**config.mk**
```make
export PLATFORM = sky130hd
export DESIGN_NAME = argmax_comparator_flat
export DESIGN_NICKNAME = d
export VERILOG_FILES = /design/src/rtl/argmax_comparator_if.sv /design/src/rtl/argmax_comparator.sv /design/src/flat_wrapper.sv
export SDC_FILE = /design/constraint.sdc
export NUM_CORES = 1
export LEC_CHECK = 0
export BUFFER_PORTS_ARGS = -buffer_cell sky130_fd_sc_hd__buf_2
export CORE_ASPECT_RATIO = 0.8
export CORE_MARGIN = 2
export CORE_UTILIZATION = 51
export CTS_BUF_LIST = sky130_fd_sc_hd__clkbuf_4
export CTS_CLUSTER_DIAMETER = 50
export DETAILED_ROUTE_END_ITERATION = 12
export PLACE_DENSITY = 0.77
export SETUP_SLACK_MARGIN = 0.15
export SYNTH_ARGS = -nofsm -noshare
export SYNTH_HDL_FRONTEND = slang
export SYNTH_SLANG_ARGS = --single-unit
```
**constraint.sdc**
```tcl
create_clock -name clk -period 1.9 [get_ports clk]
set_input_delay 0.38 -clock clk [delete_from_list [all_inputs] [get_ports clk]]
set_output_delay 0.38 -clock clk [all_outputs]
set_load 0.01 [all_outputs]
```
**src/rtl/argmax_comparator_if.sv**
```systemverilog
// Handshake and result bundle for the streaming argmax unit.
interface argmax_comparator_if #(
  parameter int DATA_W = 8,
  parameter int IDX_W  = 4
) ();
  logic              start;
  logic              in_valid;
  logic [DATA_W-1:0] in_data;
  logic              in_ready;
  logic              busy;
  logic              done;
  logic [IDX_W-1:0]  max_idx;
  logic [DATA_W-1:0] max_val;

  modport master (output start, in_valid, in_data,
                  input  in_ready, busy, done, max_idx, max_val);
  modport slave  (input  start, in_valid, in_data,
                  output in_ready, busy, done, max_idx, max_val);
endinterface

```
**src/rtl/argmax_comparator.sv**
```systemverilog
// Streaming argmax over NUM_CLASSES scores; reports winning index and score.
// Define ARGMAX_SIGNED_EN to compare scores as two's-complement.
module argmax_comparator #(
  parameter int DATA_W      = 8,
  parameter int NUM_CLASSES = 10,
  parameter int IDX_W       = 4
) (
  input  logic               clk,
  input  logic               rst,
  argmax_comparator_if.slave bus
);

  typedef enum logic [1:0] {IDLE, RUN, DONE} state_t;

  state_t            state, nxt;
  logic [IDX_W-1:0]  cnt;
  logic [IDX_W-1:0]  cur_idx;
  logic [DATA_W-1:0] cur_max;
  logic              first;
  logic              accept;
  logic              last;
  logic              gt;
  logic              take;
  logic [IDX_W-1:0]  win_idx;
  logic [DATA_W-1:0] win_val;

  assign accept = (state == RUN) && bus.in_valid;
  assign last   = (cnt == IDX_W'(NUM_CLASSES - 1));

`ifdef ARGMAX_SIGNED_EN
  assign gt = $signed(bus.in_data) > $signed(cur_max);
`else
  assign gt = bus.in_data > cur_max;
`endif

  // Strict compare keeps the lower index on ties.
  assign take    = first || gt;
  assign win_idx = take ? cnt         : cur_idx;
  assign win_val = take ? bus.in_data : cur_max;

  always_comb begin
    nxt = state;
    case (state)
      IDLE:    if (bus.start) nxt = RUN;
      RUN:     if (accept && last) nxt = DONE;
      DONE:    nxt = IDLE;
      default: nxt = IDLE;
    endcase
  end

  always_ff @(posedge clk) begin
    if (rst) begin
      state       <= IDLE;
      cnt         <= '0;
      cur_idx     <= '0;
      cur_max     <= '0;
      first       <= 1'b0;
      bus.max_idx <= '0;
      bus.max_val <= '0;
    end else begin
      state <= nxt;
      case (state)
        IDLE: if (bus.start) begin
          cnt     <= '0;
          cur_idx <= '0;
          cur_max <= '0;
          first   <= 1'b1;
        end
        RUN: if (accept) begin
          cur_idx <= win_idx;
          cur_max <= win_val;
          cnt     <= cnt + 1'b1;
          first   <= 1'b0;
          // Forward the final element so the result is ready with done.
          if (last) begin
            bus.max_idx <= win_idx;
            bus.max_val <= win_val;
          end
        end
        default: ;
      endcase
    end
  end

  assign bus.in_ready = (state == RUN);
  assign bus.busy     = (state != IDLE);
  assign bus.done     = (state == DONE);

endmodule

```
**src/flat_wrapper.sv**
```systemverilog
// flat-port wrapper written by rule: the top's interface ports become plain ports
module argmax_comparator_flat 
#(
  parameter int DATA_W      = 8,
  parameter int NUM_CLASSES = 10,
  parameter int IDX_W       = 4
)
  (clk, rst, bus_start, bus_in_valid, bus_in_data, bus_in_ready, bus_busy, bus_done, bus_max_idx, bus_max_val);
  argmax_comparator_if #(.DATA_W(DATA_W), .IDX_W(IDX_W)) bus_i ();
  input  logic clk;
  input  logic rst;
  input wire logic [$bits(bus_i.start)-1:0] bus_start;
  input wire logic [$bits(bus_i.in_valid)-1:0] bus_in_valid;
  input wire logic [$bits(bus_i.in_data)-1:0] bus_in_data;
  output wire logic [$bits(bus_i.in_ready)-1:0] bus_in_ready;
  output wire logic [$bits(bus_i.busy)-1:0] bus_busy;
  output wire logic [$bits(bus_i.done)-1:0] bus_done;
  output wire logic [$bits(bus_i.max_idx)-1:0] bus_max_idx;
  output wire logic [$bits(bus_i.max_val)-1:0] bus_max_val;
  assign bus_i.start = bus_start;
  assign bus_i.in_valid = bus_in_valid;
  assign bus_i.in_data = bus_in_data;
  assign bus_in_ready = bus_i.in_ready;
  assign bus_busy = bus_i.busy;
  assign bus_done = bus_i.done;
  assign bus_max_idx = bus_i.max_idx;
  assign bus_max_val = bus_i.max_val;
  argmax_comparator #(.DATA_W(DATA_W), .NUM_CLASSES(NUM_CLASSES), .IDX_W(IDX_W)) u_core (.clk(clk), .rst(rst), .bus(bus_i));
endmodule
```
## Word level (Yosys, flattened, before mapping)

Cells that the tools add are included.

- Register bits after elaboration: 31
- Input port bits: 12

- Add/sub/neg operators: 1
- Magnitude comparators: 1
- Equality and inequality tests: 6
- Mux-type cells: 16
- Reduce and logical (&&, ||, !) cells: 9

Operators with widths:

| operator | count |
|---|---|
| 2-to-1 mux 8 bit | 3 |
| 2-to-1 mux 4 bit | 4 |
| case mux 4 bit (2 select lines) | 2 |
| case mux 8 bit (2 select lines) | 1 |
| > comparator 8 bit | 1 |
| AND reduction 3 bit | 2 |
| adder 4 x 1 -> 4 bit, second input constant | 1 |
| == test 4 bit, second input constant | 1 |
| 2-to-1 mux 2 bit | 2 |
| inequality test 2 x 1 -> 1 bit, second input constant | 2 |
| case mux 2 bit (2 select lines) | 1 |
| nonzero test 2 bit | 2 |
| == test 2 x 1 -> 1 bit, second input constant | 1 |
| == test 2 bit, second input constant | 1 |
| logical AND 1 bit | 2 |
| logical NOT 2 bit | 1 |
| 2-to-1 mux 1 bit | 2 |
| inequality test 2 bit, second input constant | 1 |
| case mux 1 bit (2 select lines) | 1 |
| AND reduction 2 bit | 1 |
| logical OR 1 bit | 1 |

## Depth between registers and ports, before layout

Gate-level depths: netlist of the first run.

- Depth in word-level cells: 5
- Gate-level depth with buffers: 9
- Depth with buffers taken out: 8

## Worst setup path after synthesis of the first run

Ideal clock, no wire load.

- Kind: input -> register
- Start point: in bus_in_data[5]
- End point: reg u_core.cur_idx[0]
- Arrival time: 1.734 ns
- Required time: 1.783 ns
- Path slack: 0.049 ns
- Stages on the path: 7
- Buffers on the path: 1
- Cell sequence: ha_1 > nand4_1 > nor3_1 > a21oi_4 > nor3b_2 > buf_6 > a22o_1

- Word-level cells in the longest chain between the ends: 5

RTL lines:

| element | line | RTL |
|---|---|---|
| start, declared | flat_wrapper.sv:14 | `input wire logic [$bits(bus_i.in_data)-1:0] bus_in_data;` |
| > comparator 8 bit | argmax_comparator.sv:33 | `assign gt = bus.in_data > cur_max;` |
| logical OR 1 bit | argmax_comparator.sv:37 | `assign take = first \|\| gt;` |
| 2-to-1 mux 4 bit | argmax_comparator.sv:38 | `assign win_idx = take ? cnt : cur_idx;` |
| 2-to-1 mux 4 bit | argmax_comparator.sv:69 | `RUN: if (accept) begin` |
| case mux 4 bit (2 select lines) | argmax_comparator.sv:62 | `case (state)` |
| end signal, assigned | argmax_comparator.sv:70 | `cur_idx <= win_idx;` |
| end, declared | argmax_comparator.sv:17 | `logic [IDX_W-1:0] cur_idx;` |

No other way between the ends. The select of a mux whose other input is x is not followed.
A chain may end at the register's enable or synchronous reset.

## Final worst setup path of the first run

- Start point: reg u_core.cur_max[1]
- End point: reg u_core.bus.max_val[7]

- Word-level cells in the longest chain between the ends: 3

RTL lines:

| element | line | RTL |
|---|---|---|
| start, declared | argmax_comparator.sv:18 | `logic [DATA_W-1:0] cur_max;` |
| start signal, assigned | argmax_comparator.sv:71 | `cur_max <= win_val;` |
| > comparator 8 bit | argmax_comparator.sv:33 |  |
| logical OR 1 bit | argmax_comparator.sv:37 |  |
| 2-to-1 mux 8 bit | argmax_comparator.sv:39 | `assign win_val = take ? bus.in_data : cur_max;` |
| end signal, assigned | argmax_comparator.sv:77 | `bus.max_val <= win_val;` |
| end, declared | argmax_comparator_if.sv:18 | `output in_ready, busy, done, max_idx, max_val);` |

No other way between the ends.

==> results of run 1 <==
## cells by family after synthesis
kind of cell | after synthesis | share of synthesized area
flops | 31 | 0.4186
simple gates | 46 | 0.1603
xor+xnor | 1 | 0.005908
fa+ha+maj | 10 | 0.08439
mux | 11 | 0.07511
buf+inv | 17 | 0.05992
compound gates | 37 | 0.1958
## layout make-up
| class | instances | area (um^2) |
|---|---|---|
| multi-input cells | 105 | 862.1 |
| fillers | 212 | 754.5 |
| flip-flops and latches | 31 | 626.9 |
| repair buffers | 53 | 360.3 |
| well taps | 38 | 47.55 |
| clock inverters | 3 | 38.79 |
| clock buffers | 5 | 37.54 |
| inverters | 10 | 37.54 |
## registers in the layout (all words and copies together) (netlist names)
| register | flops |
|---|---|
| u_core.cnt | 4 |
| u_core.state | 2 |
| u_core.bus.max_val | 8 |
| u_core.cur_max | 8 |
| u_core.first | 1 |
| u_core.bus.max_idx | 4 |
| u_core.cur_idx | 4 |
## routing by layer
metal  vias up  part of all wire  wire length, um  global-route usage
met2        46              0.46             1672              0.4184
met5         -                 0                0                   0
met1       632              0.45             1653              0.3117
met3        14             0.050              183             0.05806
met4         0             0.036              131              0.1489
li1        656                 -                -                   -
## critical path, stage by stage, from the launching register on
cell and delay [ns]:
dfxtp_2 0.37, inv_2 0.05, ha_4 0.26, nor2b_4 0.12
o211ai_1 0.10, a21o_1 0.23, a21oi_4 0.19, buf_12 0.17
mux2i_1 0.24, a211oi_1 0.10
## repair_timing
action,CTS,global route
setup buffers,5,1
resized for setup,14,1
setup endpoints to repair,24,24
cloned,0,0
pin swaps,10,3
## synthesized netlist by cell type, drive strengths merged
library cell,n
a22o,12
or2,2
nand2,5
clkbuf,2
mux2i,10
nor2b,2
mux2,1
a21o,1
nand3b,1
o21ai,3
o32ai,1
o211ai,1
nand4,2
nor3,5
and2b,1
nand3,2
ha,10
dfxtp,31
xor2,1
or3,2
nor3b,1
inv,10
a21oi,8
nor2,23
a211oi,11
buf,5
## worst paths after layout
check,start,endpoint,slack (ns),cells past startpoint
hold reg to reg,u_core.bus.max_idx[2],u_core.bus.max_idx[2],0.47,2
setup / recovery,u_core.cur_max[1],u_core.bus.max_val[7],-0.05,9
hold / removal,bus_in_data[6],u_core.cur_max[6],0.38,3
setup reg to reg,u_core.cur_max[1],u_core.bus.max_val[7],-0.05,9
## power by group through the flow
| stage | Sequential (mW) | Combinational [mW] | Clock [mW] |
|---|---|---|---|
| CTS | 0.671 | 0.233 | 0.510 |
| detailed placement | 0.686 | 0.208 | 0 |
| finish | 0.671 | 0.239 | 0.503 |
| global route | 0.673 | 0.262 | 0.544 |
| floorplan | 0.684 | 0.127 | 0 |
| global placement | 0.685 | 0.204 | 0 |
==> results.rst, run 1 <==
.. list-table::
   :header-rows: 1

   * - Metric
     - Value
   * - Result of the run
     - finished with violations
   * - Violations in the final reports
     - setup timing
   * - Hold slack
     - 0.3779 ns
   * - Crit start category
     - flip-flop
   * - Number of antenna repair diodes
     - 0
   * - Antenna Violating Nets Remaining
     - 0
   * - Minimum clock period
     - 1.950 ns
   * - Fraction of layout instances using a drive strength above 1
     - 0.4203
   * - Setup violators final
     - 12
   * - Unrepaired setup endpoints after global routing
     - yes
   * - Critical path start-end classification
     - flip-flop to flip-flop
   * - Initial core utilization
     - 0.5362
   * - Max FO, Critical Path
     - 11
   * - Element type at the critical path end
     - flip-flop
   * - Total CTS buffers
     - 5
   * - Total number of vias
     - 1348
   * - Maximum clock frequency
     - 512.9 MHz
   * - Root cell of the clock tree
     - clkbuf_4
   * - Commonest non-fill, non-tap cells in the layout
     - buf_2, dfxtp_1, nor2_1, buf_4, a22o_1
   * - TritonCTS clock tree
     - yes
   * - Sink count of the clock tree
     - 31
   * - Final clock period utilization by the worst path
     - 1.026
   * - Total placed cells including tap cells
     - 231
   * - Fraction of power consumed by combinational cells
     - 0.169
   * - Total wire length after detailed routing
     - 3.640 mm
   * - Vias/cell
     - 5.502
   * - MaxCap Viol Count
     - 0
   * - Initial detailed-routing violation count
     - 76
   * - Layout net count
     - 228
   * - Number of antenna violations at the first check in global routing
     - 0
   * - Worst setup margin
     - -0.04973 ns
   * - CP Data Required Time
     - 2.10 ns
   * - DIE WIDTH
     - 64.28 um
   * - Number of detailed-routing iterations run before antenna repair
     - 4
   * - Wire length of the first global-routing pass
     - 6.279 mm
   * - Worst setup slack after placement
     - -0.3136 ns
   * - P_int
     - 1.056 mW
   * - Portion of the post-synthesis area used by sequential elements
     - 0.4186
   * - IR Drop Worst-Case VDD
     - 0.4808 mV
   * - Detailed placement HPWL
     - 2.606 mm
   * - Number of max-slew violations in the final report
     - 0
   * - Total power
     - 1.414 mW
   * - Height of the die
     - 52.23 um
   * - Post-synthesis instance total
     - 153
   * - DP Area
     - 1819 um^2
   * - Routability congestion estimate
     - 0.7562
   * - Area added between synthesis and finish
     - 35.61%
   * - Arrival time at the worst endpoint
     - 2.15 ns
   * - Area of the core region
     - 2765 um^2
   * - Distinct cell type count after synthesis
     - 32
   * - Latest clock arrival within the worst-skew pair
     - 0.34 ns
   * - Slew at the pin closest to its max-slew limit
     - 0.4126 ns
   * - Share of total power in sequential cells
     - 0.475
   * - Count of H-tree levels built during CTS
     - 2
   * - Standby leakage power
     - 0.8839 nW
   * - Syn Area/Cell
     - 9.691 um^2
   * - Global route total overflow
     - 0
   * - Worst hold-check path type
     - input pin to flip-flop
   * - Switching share of total power
     - 0.2529
   * - Number of buffers inserted by port buffering
     - 26
   * - Share of the synthesized area in the top cell type
     - 0.4186
   * - Clock share of power
     - 0.356
   * - Pin count of the biggest net entering global routing
     - 21
   * - Worst max-slew margin expressed relative to the limit
     - 0.7249
   * - Combined area of all synthesized cells
     - 1483 um^2
   * - Total of warnings raised by yosys
     - 0
   * - Worst-case clock buffer depth
     - 2
   * - Post-CTS clock slew at the launch and capture registers of the worst setup and hold paths
     - 0.11 ns
   * - Die Footprint
     - 3357 um^2
   * - Wire length per cell
     - 14.86 um
   * - Number of standard cells in the final layout excluding fillers
     - 245
   * - Core Util, Final
     - 0.7271
   * - Number of hold violations in the final report
     - 0
   * - Aggregate global-route resource usage
     - 0.2552
   * - Worst Clk Skew
     - 0.01565 ns
   * - Site row count
     - 17
   * - Via count of the first global-routing pass
     - 1361
   * - Post-synthesis sequential element count
     - 31
   * - Drt drc
     - 0
   * - Biggest area consumer among synthesized cells
     - dfxtp_1
   * - Power density relative to cell area
     - 703.1 nW/um^2
   * - # hold bufs at CTS
     - 0
   * - I/O pin total
     - 27
   * - Leading cell types by total area after synthesis
     - dfxtp_1, ha_1, a22o_1, mux2i_1, nor2_1
   * - Net Count, Synth
     - 175
   * - Setup TNS after final layout
     - -0.1984 ns
   * - Power spent charging and discharging nets
     - 357.6 uW
   * - Cell area after layout
     - 2011 um^2
Power figures use the tool's default switching activity.
==> run 2, diff against run 1 <==
--- a/config.mk
+++ b/config.mk
@@ -8,12 +8,12 @@
 export BUFFER_PORTS_ARGS = -buffer_cell sky130_fd_sc_hd__buf_2
 export CORE_ASPECT_RATIO = 0.8
 export CORE_MARGIN = 2
-export CORE_UTILIZATION = 51
+export CORE_UTILIZATION = 30
 export CTS_BUF_LIST = sky130_fd_sc_hd__clkbuf_4
 export CTS_CLUSTER_DIAMETER = 50
 export DETAILED_ROUTE_END_ITERATION = 12
-export PLACE_DENSITY = 0.77
 export SETUP_SLACK_MARGIN = 0.15
+export SLEW_MARGIN = 10
 export SYNTH_ARGS = -nofsm -noshare
 export SYNTH_HDL_FRONTEND = slang
 export SYNTH_SLANG_ARGS = --single-unit
==> run 2 against run 1 <==
Net effect: the flow now finishes without violations; non-clock buffer count decreased by 3; hold slack got worse by 0.057 ns; cell area decreased by 3.5%; sequential power about the same; critical path depth unchanged; count of clock-buffer cells in the layout increased by 1; total power decreased by 12%; via count decreased by 9.5%; sequential share of layout area increased by 0.87 points; wire length decreased by 14%; combinational power decreased by 12%; sequential cell count unchanged; critical endpoint is now u_core.cur_max[3].
==> results.rst, run 2 (synthesis gave the netlist of run 1 again) <==
.. list-table::
   :header-rows: 1

   * - Metric
     - Value
   * - Latest clock arrival within the worst-skew pair
     - 0.33 ns (was 0.34 ns)
   * - Hold slack
     - 0.3209 ns (was 0.3779 ns)
   * - Worst Clk Skew
     - 0.002672 ns (was 0.01565 ns)
   * - Number of antenna repair diodes
     - 0 (unchanged)
   * - Vias/cell
     - 4.621 (was 5.502)
   * - Number of hold violations in the final report
     - 0 (unchanged)
   * - DIE WIDTH
     - 82.60 um (was 64.28 um)
   * - Fraction of layout instances using a drive strength above 1
     - 0.3725 (was 0.4203)
   * - Sink count of the clock tree
     - 31 (unchanged)
   * - Number of cells on the critical path
     - 9 (unchanged)
   * - Result of the run
     - complete, no violations (was finished with violations)
   * - Pin count of the biggest net entering global routing
     - 17 (was 21)
   * - Maximum clock frequency
     - 543.7 MHz (was 512.9 MHz)
   * - Total number of vias
     - 1220 (was 1348)
   * - Final clock period utilization by the worst path
     - 0.9680 (was 1.026)
   * - Launch instance of the worst register-to-register path
     - u_core.cur_max[1] (unchanged)
   * - TritonCTS clock tree
     - yes (unchanged)
   * - Initial detailed-routing violation count
     - 25 (was 76)
   * - Crit start category
     - flip-flop (unchanged)
   * - Worst stage delay on the critical path
     - 0.35 ns (was 0.37 ns)
   * - Worst setup margin
     - 0.06076 ns (was -0.04973 ns)
   * - Standby leakage power
     - 0.8456 nW (was 0.8839 nW)
   * - Top Family by Delay on Critical Path
     - compound AO/OA/AOI/OAI gates (unchanged)
   * - Crit path launch
     - u_core.cur_max[1] (unchanged)
   * - Number of buffers and inverters on the critical path
     - 2 (unchanged)
   * - Capturing instance or port of the critical path
     - u_core.cur_max[3] (was u_core.bus.max_val[7])
   * - Routability congestion estimate
     - 0.7420 (was 0.7562)
   * - IR Drop Worst-Case VDD
     - 0.3332 mV (was 0.4808 mV)
   * - Start point of the worst min-delay path
     - bus_in_data[7] (was bus_in_data[6])
   * - Worst setup slack after placement
     - -0.3176 ns (was -0.3136 ns)
   * - Minimum clock period
     - 1.839 ns (was 1.950 ns)
   * - Detailed placement HPWL
     - 2.343 mm (was 2.606 mm)
   * - Drt drc
     - 0 (unchanged)
   * - Setup violators final
     - 0 (was 12)
   * - Wire length of the first global-routing pass
     - 5.388 mm (was 6.279 mm)
   * - Number of fill cells in the layout
     - 492 (was 212)
   * - Commonest non-fill, non-tap cells in the layout
     - dfxtp_1, buf_2, nor2_1 (was buf_2, dfxtp_1, nor2_1, buf_4, a22o_1)
   * - Cell count of the worst reg-to-reg path
     - 9 (unchanged)
   * - Arrival time at the worst endpoint
     - 2.11 ns (was 2.15 ns)
   * - Aggregate global-route resource usage
     - 0.1334 (was 0.2552)
   * - Antenna Violating Nets Remaining
     - 0 (unchanged)
   * - # hold bufs at CTS
     - 0 (unchanged)
   * - Slew at the pin closest to its max-slew limit
     - 0.3003 ns (was 0.4126 ns)
   * - Worst max-slew margin expressed relative to the limit
     - 0.7995 (was 0.7249)
   * - Worst hold-check path type
     - input pin to flip-flop (unchanged)
   * - Count of H-tree levels built during CTS
     - 2 (unchanged)
   * - Total wire length after detailed routing
     - 3.140 mm (was 3.640 mm)
   * - Registers with the most flip-flops
     - u_core.bus.max_val (8), u_core.cur_max (8) (unchanged)
   * - Area added between synthesis and finish
     - 30.89% (was 35.61%)
   * - Total CTS buffers
     - 5 (unchanged)
   * - Wire length per cell
     - 11.89 um (was 14.86 um)
   * - Setup slack on the worst flop-to-flop path
     - 0.06 ns (was -0.05 ns)
   * - Core Util, Final
     - 0.4147 (was 0.7271)
   * - Layout net count
     - 225 (was 228)
   * - Element type at the critical path end
     - flip-flop (unchanged)
   * - Capturing point of the worst reg2reg path
     - u_core.cur_max[3] (was u_core.bus.max_val[7])
   * - Number of detailed-routing iterations run before antenna repair
     - 4 (unchanged)
   * - Initial core utilization
     - 0.3168 (was 0.5362)
   * - Number of max-slew violations in the final report
     - 0 (unchanged)
   * - Global route total overflow
     - 0 (unchanged)
   * - Critical path start-end classification
     - flip-flop to flip-flop (unchanged)
   * - Max FO, Critical Path
     - 7 (was 11)
   * - Number of antenna violations at the first check in global routing
     - 0 (unchanged)
   * - CP Data Required Time
     - 2.18 ns (was 2.10 ns)
   * - Cell with the largest stage delay on the worst path
     - dfxtp_2 (unchanged)
   * - Root cell of the clock tree
     - clkbuf_4 (unchanged)
   * - Post-CTS clock slew at the launch and capture registers of the worst setup and hold paths
     - 0.09 ns (was 0.11 ns)
   * - Commonest non-fill, non-tap cell in the layout
     - dfxtp_1
   * - Cells traversed along the worst timing path
     - inv_2 -> ha_4 -> nor2b_4 -> o211ai_1 -> a21o_1 -> a21oi_4 -> nor3b_4 -> buf_6 -> a22o_1 (was inv_2 -> ha_4 -> nor2b_4 -> o211ai_1 -> a21o_1 -> a21oi_4 -> buf_12 -> mux2i_1 -> a211oi_1)
   * - Height of the die
     - 66.88 um (was 52.23 um)
   * - Worst-case clock buffer depth
     - 2 (unchanged)
   * - I/O pin total
     - 27 (unchanged)
   * - Die Footprint
     - 5524 um^2 (was 3357 um^2)
   * - Site row count
     - 22 (was 17)
   * - MaxCap Viol Count
     - 0 (unchanged)
   * - Unrepaired setup endpoints after global routing
     - yes (unchanged)
   * - Power density relative to cell area
     - 643.0 nW/um^2 (was 703.1 nW/um^2)
   * - Area of the core region
     - 4679 um^2 (was 2765 um^2)
   * - Via count of the first global-routing pass
     - 1204 (was 1361)
   * - Number of buffers inserted by port buffering
     - 26 (unchanged)
run 2: changes by cell type in the layout (fill, tap and decap cells not counted), sizes merged:
cell	before	now
buf	53	50
bufinv	1	0
clkbuf	5	6
run 2: worst min path at each step:
stage                     slack, ns  cells after the start                     to
after floorplan                0.44                      1      u_core.cur_idx[1]
after global placement         0.44                      2  u_core.bus.max_idx[2]
after detailed placement       0.44                      2  u_core.bus.max_idx[2]
after CTS                      0.31                      2      u_core.cur_max[7]
after global routing           0.33                      2      u_core.cur_max[7]
final                          0.32                      2      u_core.cur_max[7]
run 2: routing by layer:
layer / vias to the layer above / GRT usage / wire (um)
li1: 650 / - / -
met1: 541 / 0.1834 / 1704
met2: 22 / 0.1875 / 1231
met3: 7 / 0.04607 / 148
met4: 0 / 0.05533 / 57
met5: - / 0 / 0
run 2: area by class of cell:
type                            count  area, um^2  share of cell area
Multi-Input combinational cell    105       828.3              0.4268
Sequential cell                    31       621.8              0.3204
Timing Repair Buffer               50       325.3              0.1676
Tap cell                           60       75.07             0.03868
Clock buffer                        6       45.04             0.02321
Inverter                           10       37.54             0.01934
Clock inverter                      2       7.507            0.003868
run 2: power by group:
group | switching, mW | internal, mW | total (mW) | leakage (nW)
clock | 0.215 | 0.151 | 0.366 | 0.0307
sequential | 0.0116 | 0.660 | 0.671 | 0.251
combinational | 0.100 | 0.110 | 0.210 | 0.564
run 2: metrics by stage:
step | power, mW | setup TNS, ns | std cells | area (um^2)
after floorplan | 0.8106 | 0 | 153 | 1523
after global placement | 0.8818 | -3.455 | 253 | 1834
after detailed placement | 0.8830 | -4.492 | 253 | 1834
after CTS | 1.260 | 0 | 264 | 1929
after global routing | 1.320 | -0.3978 | 264 | 1941
final | 1.248 | 0 | 264 | 1941
run 2: timing repair:
action / in CTS / in global routing
pin swaps: 11 / 3
resized for setup: 5 / 2
endpoints found under the setup margin: 23 / 24
setup buffers: 3 / 0
